--- src/rtl/q_frag_ctrl_pkg.sv ---
// Shared types and counter-width helpers for the Q_FRAG init sequencer.
package q_frag_ctrl_pkg;

  typedef enum logic [2:0] {
    ST_IDLE,
    ST_ASSERT,
    ST_DEASSERT,
    ST_RELEASE,
    ST_ENABLE
  } frag_state_e;

  // Width needed to hold values 0..max_val, never less than one bit.
  function automatic int cnt_w(input int max_val);
    return (max_val < 1) ? 1 : $clog2(max_val + 1);
  endfunction

endpackage

--- src/rtl/q_frag_stagger_cnt.sv ---
// Loadable down-counter that parks at zero; tc flags the terminal value.
module q_frag_stagger_cnt #(
  parameter int W = 2
) (
  input  logic         QCK,
  input  logic         QRTN,
  input  logic         load,
  input  logic [W-1:0] load_val,
  input  logic         en,
  output logic         tc
);

  logic [W-1:0] cnt_q;
  logic [W-1:0] cnt_d;

  always_comb begin
    cnt_d = cnt_q;
    if (load) begin
      cnt_d = load_val;
    end else if (en && (cnt_q != '0)) begin
      cnt_d = cnt_q - 1'b1;
    end
  end

  always_ff @(posedge QCK or negedge QRTN) begin
    if (!QRTN) begin
      cnt_q <= '0;
    end else begin
      cnt_q <= cnt_d;
    end
  end

  assign tc = (cnt_q == '0);

endmodule

--- src/rtl/q_frag_init_seq.sv ---
// Forces a bank of Q_FRAG fragments to an init pattern through the set/reset
// override path, releases the overrides one fragment at a time, then enables capture.
//
// state       | meaning
// ST_IDLE     | waiting for start, CDS holds its last value
// ST_ASSERT   | selects all-1, UQST=init, UQRT=~init for HOLD_CYCLES
// ST_DEASSERT | values dropped to 0 while selects stay 1 (no transient)
// ST_RELEASE  | one select bit cleared every STAGGER cycles, LSB first
// ST_ENABLE   | CDS all-1 and done pulse, back to idle next cycle
module q_frag_init_seq
  import q_frag_ctrl_pkg::*;
#(
  parameter int N_FRAG      = 8,
  parameter int HOLD_CYCLES = 4,
  parameter int STAGGER     = 1
) (
  input  logic              QCK,
  input  logic              QRTN,
  input  logic              start,
  input  logic              abort,
  input  logic [N_FRAG-1:0] init_val,
  output logic [N_FRAG-1:0] UQST,
  output logic [N_FRAG-1:0] QSTS,
  output logic [N_FRAG-1:0] UQRT,
  output logic [N_FRAG-1:0] QRTS,
  output logic [N_FRAG-1:0] CDS,
  output logic              busy,
  output logic              done,
  output logic              aborted
);

  localparam int HW = cnt_w(HOLD_CYCLES);
  localparam int SW = cnt_w(STAGGER);
  localparam int IW = cnt_w(N_FRAG);
  localparam logic [HW-1:0]     HOLD_LOAD = HW'(HOLD_CYCLES - 1);
  localparam logic [SW-1:0]     STAG_LOAD = SW'(STAGGER - 1);
  localparam logic [IW-1:0]     IDX_LAST  = IW'(N_FRAG - 1);
  localparam logic [N_FRAG-1:0] BIT0      = N_FRAG'(1);

  frag_state_e       state_q, state_d;
  logic [IW-1:0]     idx_q, idx_d;
  logic [N_FRAG-1:0] init_q, init_d;
  logic [N_FRAG-1:0] uqst_q, uqst_d;
  logic [N_FRAG-1:0] uqrt_q, uqrt_d;
  logic [N_FRAG-1:0] sel_q, sel_d;
  logic [N_FRAG-1:0] cds_q, cds_d;
  logic              busy_q, busy_d;
  logic              done_q, done_d;
  logic              aborted_q, aborted_d;

  logic hold_load, hold_en, hold_tc;
  logic stag_load, stag_en, stag_tc;
  logic abort_acc;

  assign abort_acc = abort && ((state_q == ST_ASSERT) || (state_q == ST_DEASSERT) ||
                               (state_q == ST_RELEASE));
  assign hold_en   = (state_q == ST_ASSERT);
  assign stag_en   = (state_q == ST_RELEASE);

  q_frag_stagger_cnt #(.W(HW)) u_hold_cnt (
    .QCK      (QCK),
    .QRTN     (QRTN),
    .load     (hold_load),
    .load_val (HOLD_LOAD),
    .en       (hold_en),
    .tc       (hold_tc)
  );

  q_frag_stagger_cnt #(.W(SW)) u_stag_cnt (
    .QCK      (QCK),
    .QRTN     (QRTN),
    .load     (stag_load),
    .load_val (STAG_LOAD),
    .en       (stag_en),
    .tc       (stag_tc)
  );

  always_ff @(posedge QCK or negedge QRTN) begin
    if (!QRTN) begin
      state_q   <= ST_IDLE;
      idx_q     <= '0;
      init_q    <= '0;
      uqst_q    <= '0;
      uqrt_q    <= '0;
      sel_q     <= '0;
      cds_q     <= '0;
      busy_q    <= 1'b0;
      done_q    <= 1'b0;
      aborted_q <= 1'b0;
    end else begin
      state_q   <= state_d;
      idx_q     <= idx_d;
      init_q    <= init_d;
      uqst_q    <= uqst_d;
      uqrt_q    <= uqrt_d;
      sel_q     <= sel_d;
      cds_q     <= cds_d;
      busy_q    <= busy_d;
      done_q    <= done_d;
      aborted_q <= aborted_d;
    end
  end

  always_comb begin
    state_d   = state_q;
    idx_d     = idx_q;
    init_d    = init_q;
    hold_load = 1'b0;
    stag_load = 1'b0;
    case (state_q)
      ST_IDLE: begin
        if (start) begin
          state_d   = ST_ASSERT;
          init_d    = init_val;
          hold_load = 1'b1;
        end
      end
      ST_ASSERT: begin
        if (abort) begin
          state_d = ST_IDLE;
        end else if (hold_tc) begin
          state_d = ST_DEASSERT;
        end
      end
      ST_DEASSERT: begin
        if (abort) begin
          state_d = ST_IDLE;
        end else begin
          state_d   = ST_RELEASE;
          idx_d     = '0;
          stag_load = 1'b1;
        end
      end
      ST_RELEASE: begin
        if (abort) begin
          state_d = ST_IDLE;
          idx_d   = '0;
        end else if (stag_tc) begin
          if (idx_q == IDX_LAST) begin
            state_d = ST_ENABLE;
          end else begin
            idx_d     = idx_q + 1'b1;
            stag_load = 1'b1;
          end
        end
      end
      ST_ENABLE: state_d = ST_IDLE;
      default:   state_d = ST_IDLE;
    endcase
  end

  always_comb begin
    uqst_d    = uqst_q;
    uqrt_d    = uqrt_q;
    sel_d     = sel_q;
    cds_d     = cds_q;
    busy_d    = busy_q;
    done_d    = 1'b0;
    aborted_d = 1'b0;
    if (abort_acc) begin
      uqst_d    = '0;
      uqrt_d    = '0;
      sel_d     = '0;
      cds_d     = '0;
      busy_d    = 1'b0;
      aborted_d = 1'b1;
    end else begin
      case (state_q)
        ST_IDLE: begin
          if (start) begin
            uqst_d = init_val;
            uqrt_d = ~init_val;
            sel_d  = '1;
            cds_d  = '0;
            busy_d = 1'b1;
          end
        end
        ST_ASSERT: begin
          if (state_d == ST_DEASSERT) begin
            uqst_d = '0;
            uqrt_d = '0;
          end else begin
            uqst_d = init_q;
            uqrt_d = ~init_q;
          end
        end
        ST_DEASSERT, ST_RELEASE: begin
          if (state_d == ST_ENABLE) begin
            cds_d  = '1;
            done_d = 1'b1;
          end else if (stag_load) begin
            sel_d = sel_q & ~(BIT0 << idx_d);
          end
        end
        ST_ENABLE: busy_d = 1'b0;
        default:   busy_d = 1'b0;
      endcase
    end
  end

  assign UQST    = uqst_q;
  assign UQRT    = uqrt_q;
  assign QSTS    = sel_q;
  assign QRTS    = sel_q;
  assign CDS     = cds_q;
  assign busy    = busy_q;
  assign done    = done_q;
  assign aborted = aborted_q;

  // Set and reset values must never both be high, and the two selects move together.
  a_override_excl: assert property (@(posedge QCK) disable iff (!QRTN)
    ((UQST & UQRT) == '0) && (QSTS == QRTS));

endmodule

--- config.mk ---
export PLATFORM = sky130hd
export DESIGN_NAME = q_frag_init_seq
export DESIGN_NICKNAME = d
export VERILOG_FILES = /design/src/rtl/q_frag_ctrl_pkg.sv /design/src/rtl/q_frag_stagger_cnt.sv /design/src/rtl/q_frag_init_seq.sv
export SDC_FILE = /design/constraint.sdc
export NUM_CORES = 1
export LEC_CHECK = 0
export BUFFER_PORTS_ARGS = -buffer_cell sky130_fd_sc_hd__buf_4
export CAP_MARGIN = 10
export CELL_PAD_IN_SITES_DETAIL_PLACEMENT = 1
export CELL_PAD_IN_SITES_GLOBAL_PLACEMENT = 2
export CORE_MARGIN = 5
export CORE_UTILIZATION = 31
export CTS_BUF_LIST = sky130_fd_sc_hd__clkbuf_16
export DETAILED_ROUTE_END_ITERATION = 6
export PLACE_DENSITY = 0.76
export SETUP_SLACK_MARGIN = 0.02
export SYNTH_ARGS = -nofsm -noshare
export SYNTH_HDL_FRONTEND = slang
export SYNTH_SLANG_ARGS = --single-unit
--- constraint.sdc ---
create_clock -name QCK -period 1.9 [get_ports QCK]
set_input_delay 0.19 -clock QCK [delete_from_list [all_inputs] [get_ports QCK]]
set_output_delay 0.19 -clock QCK [all_outputs]
set_load 0.05 [all_outputs]
After elaboration in Yosys (flattened, before gate mapping)
Cells that the tools add are included.
{"block": "totals", "ff_bits": 54, "inputBits": 12, "out_inout_bits": 43, "wordCells": 98}
{"block": "classes", "add_sub_neg": 3, "n_eq_ne": 11, "shift": 1, "n_mux": 48, "bitwise": 4, "reduce_logical": 19}
{"op": "two-way mux 8 bit", "count": 13}
{"op": "one-hot mux 8 bit (2 select lines)", "count": 4}
{"op": "two-way mux 3 bit", "count": 8}
{"op": "NOT 8 bit", "count": 3}
{"op": "two-way mux 4 bit", "count": 4}
{"op": "two-way mux 1 bit", "count": 14}
{"op": "inequality test 3 bit (second input constant)", "count": 4}
{"op": "one-hot mux 3 bit (4 select lines)", "count": 1}
{"op": "== test 3 x 2 -> 1 bit (second input constant)", "count": 3}
{"op": "nonzero test 3 bit", "count": 3}
{"op": "bitwise AND 8 bit", "count": 1}
{"op": "one-hot mux 4 bit (2 select lines)", "count": 1}
{"op": "<< shifter 1 x 4 -> 8 bit (first input constant)", "count": 1}
{"op": "zero test 3 bit", "count": 2}
{"op": "AND reduction 2 bit", "count": 3}
{"op": "adder 4 x 1 -> 4 bit (second input constant)", "count": 1}
{"op": "== test 4 x 3 -> 1 bit (second input constant)", "count": 1}
{"op": "one-hot mux 1 bit (2 select lines)", "count": 2}
{"op": "AND reduction 4 bit", "count": 1}
{"op": "nonzero test 2 bit", "count": 2}
{"op": "== test 3 x 1 -> 1 bit (second input constant)", "count": 1}
{"op": "== test 3 bit (second input constant)", "count": 1}
{"op": "logical AND 1 bit", "count": 3}
{"op": "AND reduction 3 bit", "count": 1}
{"op": "other kinds (7)", "count": 8}

Longest topological paths before layout
{"block": "logic_depth", "word_depth": 12, "depth_mapped": 8, "ltp_nobuf": 6}

Cells and area by module
Synthesis repeated with hierarchy kept, for this count alone.
{"block": "unflattened", "cells_unflattened": 246, "hier_area_um2": 2413.6}
{"module": "q_frag_init_seq", "instances": 1, "cells_per_inst": 223, "area_each_um2": 2178.3, "seq_area_each_um2": 1076.0}
{"module": "q_frag_stagger_cnt at u_hold_cnt", "instances": 1, "cells_per_inst": 19, "area_each_um2": 190.2, "seq_area_each_um2": 75.1}
{"module": "q_frag_stagger_cnt at u_stag_cnt", "instances": 1, "cells_per_inst": 4, "area_each_um2": 45.0, "seq_area_each_um2": 25.0}

Least setup slack after synthesis
OpenSTA, ideal clock, no wires.
{"block": "synth_path", "kind": "flip-flop to flip-flop", "start": "register idx_q[0]", "end": "register sel_q[0] (netlist: QRTS[0])", "setup_ns": 0.125, "arrival_time_ns": 1.644, "t_required_ns": 1.775, "setup_slack_ns": 0.131, "stages_incl_launch_ff": 6, "n_path_buf": 0, "period_less_slack_ns": 1.769, "cell_sequence": "dfrtp_1 -> ha_1 -> o41a_1 -> o32a_1 -> o311ai_2 -> nand2_1"}
{"block": "synth_between", "elab_chain_len": 12, "elab_cells_between_ends": 26, "classes_between": "1 x add/sub; 4 x eq/ne; 1 x shift; 17 x mux; 2 x bitwise; 1 x reduce/logical"}
{"item": "start, declared", "line_no": "q_frag_init_seq.sv:41", "rtl": "logic [IW-1:0] idx_q, idx_d;"}
{"item": "start signal, assigned", "line_no": "q_frag_init_seq.sv:92", "rtl": "idx_q <= idx_d;"}
{"item": "adder 4 x 1 -> 4 bit / == test 4 x 3 -> 1 bit (equally long branches)", "line_no": "q_frag_init_seq.sv:142, q_frag_init_seq.sv:139"}
{"item": "two-way mux 4 bit", "line_no": "q_frag_init_seq.sv:139", "rtl": "if (idx_q == IDX_LAST) begin"}
{"item": "two-way mux 4 bit", "line_no": "q_frag_init_seq.sv:138", "rtl": "end else if (stag_tc) begin"}
{"item": "two-way mux 4 bit", "line_no": "q_frag_init_seq.sv:135", "rtl": "if (abort) begin"}
{"item": "one-hot mux 4 bit (2 select lines)", "line_no": "q_frag_init_seq.sv:110", "rtl": "case (state_q)"}
{"item": "<< shifter 1 x 4 -> 8 bit", "line_no": "q_frag_init_seq.sv:192", "rtl": "sel_d = sel_q & ~(BIT0 << idx_d);"}
{"item": "NOT 8 bit", "line_no": "q_frag_init_seq.sv:192"}
{"item": "bitwise AND 8 bit", "line_no": "q_frag_init_seq.sv:192"}
{"item": "two-way mux 8 bit", "line_no": "q_frag_init_seq.sv:191", "rtl": "end else if (stag_load) begin"}
{"item": "two-way mux 8 bit", "line_no": "q_frag_init_seq.sv:188", "rtl": "if (state_d == ST_ENABLE) begin"}
{"item": "one-hot mux 8 bit (2 select lines)", "line_no": "q_frag_init_seq.sv:168", "rtl": "case (state_q)"}
{"item": "two-way mux 8 bit", "line_no": "q_frag_init_seq.sv:160", "rtl": "if (abort_acc) begin"}
{"item": "end signal, assigned", "line_no": "q_frag_init_seq.sv:96", "rtl": "sel_q <= sel_d;"}
{"item": "end, declared", "line_no": "q_frag_init_seq.sv:45", "rtl": "logic [N_FRAG-1:0] sel_q, sel_d;"}
Several ways; a longest one is shown, not always the timed one. The select of a mux whose other input is x is not followed.
A chain may end at the register's enable or synchronous reset.

Worst setup path after layout
{"block": "layout_path", "start": "register state_q[1]", "end": "register sel_q[7] (netlist: QRTS[7])"}
{"block": "layout_between", "elab_chain_len": 9, "elab_cells_between_ends": 30, "classes_between": "7 x eq/ne; 1 x shift; 13 x mux; 2 x bitwise; 7 x reduce/logical"}
{"item": "start, declared", "line_no": "q_frag_init_seq.sv:40", "rtl": "frag_state_e state_q, state_d;"}
{"item": "start signal, assigned", "line_no": "q_frag_init_seq.sv:91", "rtl": "state_q <= state_d;"}
{"item": "== test 3 x 2 -> 1 bit (on tied branches)"}
{"item": "one-hot mux 4 bit (2 select lines)", "line_no": "q_frag_init_seq.sv:110"}
{"item": "<< shifter 1 x 4 -> 8 bit", "line_no": "q_frag_init_seq.sv:192"}
{"item": "NOT 8 bit", "line_no": "q_frag_init_seq.sv:192"}
{"item": "bitwise AND 8 bit", "line_no": "q_frag_init_seq.sv:192"}
{"item": "two-way mux 8 bit", "line_no": "q_frag_init_seq.sv:191"}
{"item": "two-way mux 8 bit", "line_no": "q_frag_init_seq.sv:188"}
{"item": "one-hot mux 8 bit (2 select lines)", "line_no": "q_frag_init_seq.sv:168"}
{"item": "two-way mux 8 bit", "line_no": "q_frag_init_seq.sv:160"}
Several ways; a longest one is shown, not always the timed one. The select of a mux whose other input is x is not followed.

==> flow_metrics.env <==
export IMPL_routed_via_count=1893
export IMPL_synth_most_common_cell="dfrtp_1"
export IMPL_cp_common_cell="o211ai_1"
export IMPL_rr_endpoint="QRTS[7]"
export IMPL_met2WireLength_um=2890
export IMPL_synth_area_sq_um=2460
export IMPL_worstSetupPathType="reg2reg"
export IMPL_seq_area_frac_synth_pct=47.7
export IMPL_h_tree_depth=2
export IMPL_ys_ff_latch=47
export IMPL_grt_pass1_vias=1968
export IMPL_synth_top_cell_area_share_pct=47.7
export IMPL_power_density_nw_per_um2=1940
export IMPL_drtIter0Drc=72
export IMPL_wl_per_cell_um=16.0
export IMPL_initial_utilization_pct=31.9
export IMPL_maxCapViolations=0
export IMPL_worstPathCellList="nor2b_2, nand2_1, a2111oi_2, o211ai_1, o211ai_1"
export IMPL_crit_end="QRTS[7]"
export IMPL_root_buffer="clkbuf_16"
export IMPL_place_congestion=0.752
export IMPL_diodes=0
export IMPL_max_slew_margin_rel_pct=58.6
export IMPL_synth_edff_count=0
export IMPL_tightest_slew_ps=621
export IMPL_post_cts_buffers=0
export IMPL_drc=0
export IMPL_slew_violations=0
export IMPL_ir_drop_uv=688
export IMPL_ys_flop_type="dfrtp_1"
export IMPL_drt_wl_total_um=6100
export IMPL_post_route_min_period_ps=1770
export IMPL_die_h_um=99.2
export IMPL_finClkSkew_ps=3.96
export IMPL_cp_end_kind="flip-flop"
export IMPL_placed_cells=373
export IMPL_rr_worst_depth=5
export IMPL_grt_overflow_total=0
export IMPL_drt_pass1_iterations=4
export IMPL_fmax_ghz=0.566
export IMPL_met3_length_um=201
export IMPL_nets=294
export IMPL_path_max_fanout=8
export IMPL_core_area_sq_um=7730
export IMPL_p_total_uw=6100
export IMPL_cp_start_kind="flip-flop"
export IMPL_cts_tree="yes"
export IMPL_finalNonFillerCells=382
export IMPL_grt_pass1_wl_um=10400
export IMPL_numCtsBuffers=5
export IMPL_min_period_over_period_pct=93.0
export IMPL_hold_path_class="in2reg"
export IMPL_synth_nets=245
export IMPL_p_leak_uw=0.00144
export IMPL_slowest_delay_ps=490
export IMPL_synth_common_cells="dfrtp_1, nand2_1, buf_4, a21oi_1, o21ai_0"
export IMPL_grt_max_degree=48
export IMPL_outcome="finished clean"
export IMPL_grt_antenna_before_repair=0
export IMPL_drt_vias_per_instance=4.96
export IMPL_num_rows=32
export IMPL_cts_path_max_buffers=2
export IMPL_m1WireLength_um=2920
export IMPL_cp_data_arrival_time_ps=1970
export IMPL_clk_latency_ps=290
export IMPL_synthTopCellsByArea="dfrtp_1, buf_4, mux2i_1"
export IMPL_synth_cell_type_count=51
export IMPL_drive_above_1_share_pct=34.6
export IMPL_syn_inst=230
export IMPL_clk_pin_slew_ps=60
export IMPL_io_buffers=54
export IMPL_synthArstFlopShare_pct=100
export IMPL_hpwl_um=4340
export IMPL_required_ps=2100
export IMPL_clock_sinks=47
export IMPL_yosysTopAreaCell="dfrtp_1"
export IMPL_setup_viol=0
export IMPL_startpoint="state_q[1]"
export IMPL_rsz0062_at_grt="true"
export IMPL_dieArea_sq_um=9830
export IMPL_grt_usage_pct=13.0
export IMPL_routed_top_layer="met4"
export IMPL_ff2ff_setup_slack_ps=130
export IMPL_worst_path_max_delay_cell="a2111oi_2"
export IMPL_pin_count=55
export IMPL_synth_area_per_cell_sq_um=10.7
export IMPL_die_width_um=99.2
export IMPL_final_setup_tns_ps=0
export IMPL_yosys_warnings=0
export IMPL_worstReg2RegStart="state_q[1]"
export IMPL_postRouteAntennaNets=0
export IMPL_hold_viol=0
export IMPL_syn_to_final_growth_pct=27.3
-- cell families after synthesis --
logic type / Yosys count / synth area share (%)
flip-flops: 47 / 47.7
buffers and inverters: 35 / 8.93
multiplexers: 17 / 7.31
AO/OA/AOI/OAI: 65 / 18.5
adder cells (fa/ha/maj): 3 / 1.52
AND/OR/NAND/NOR: 63 / 16.0
-- layer usage --
metal | vias up | global-route usage (%)
met5 | - | 0
met4 | 0 | 4.41
met3 | 5 | 2.52
met2 | 30 | 20.0
met1 | 946 | 18.2
li1 | 912 | -
-- where the power goes --
group / internal, uW / total (uW) / leakage (uW) / switching (uW)
combinational: 1160 / 3270 / 0.000778 / 2110
clock: 749 / 1130 / 0.0000952 / 377
sequential: 1410 / 1700 / 0.000566 / 298
-- per-stage QoR --
step                      worst slack, ps  utilization [%]  hold slack [ps]  area [sq um]
after floorplan                       131                -             -106          2460
after global placement                173             37.9              256          2930
after detailed placement              123             37.9              253          2930
after CTS                            80.4             40.4              118          3120
after global routing                 6.38             40.6              120          3140
final                                 133             40.6              118          3140
-- layout by cell type (no fill, tap or decap), drive strengths merged, types with 5 or more instances in the layout --
cell and n:
buf 68, dfrtp 47, nand2 21, a21oi 14, o21ai 13, a22o 9, mux2i 9, inv 9
nor2 9, a31oi 8, mux2 8, and2 8, nor3 7, o211ai 5, clkbuf 5
-- worst min path at each step --
| stage | start | cells past startpoint | slack, ps | endpoint |
|---|---|---|---|---|
| 2_1_floorplan | QRTN | 0 | -110 | CDS[6] |
| 3_3_place_gp | QRTN | 1 | 260 | init_q[6] |
| 3_5_place_dp | QRTN | 1 | 250 | UQRT[6] |
| 4_1_cts | abort | 2 | 120 | state_q[1] |
| 5_1_grt | init_val[3] | 2 | 120 | init_q[3] |
| 6_report | abort | 2 | 120 | state_q[1] |
-- final cells by class --
cell class | instances | area [sq um]
Multi-Input combinational cell | 148 | 1080
Tap cell | 102 | 128
Clock buffer | 5 | 125
Fill cell | 870 | 4590
Sequential cell | 47 | 1180
Inverter | 8 | 30.0
Timing Repair Buffer | 69 | 533
Clock inverter | 3 | 63.8
-- flip-flops by register name, indices dropped and copies added, names as in the netlist, 3 cells and up --
| signal | count |
|---|---|
| UQRT | 8 |
| UQST | 8 |
| QRTS | 8 |
| u_hold_cnt.cnt_q | 3 |
| idx_q | 4 |
| state_q | 3 |
| init_q | 8 |
-- repair_timing --
action	4_1_cts	5_1_grt
endpoints found under the hold margin	47	0
gates resized for setup	0	2
hold buffers	1	0
endpoints found under the setup margin	0	6
-- critical path: cells and delay by family, from the launching register on --
family / cells / cell delay (ps)
AO/OA/AOI/OAI: 3 / 770
flip-flops: 1 / 460
AND/OR/NAND/NOR: 2 / 450
Note: power is estimated with default switching activity, not from simulation.
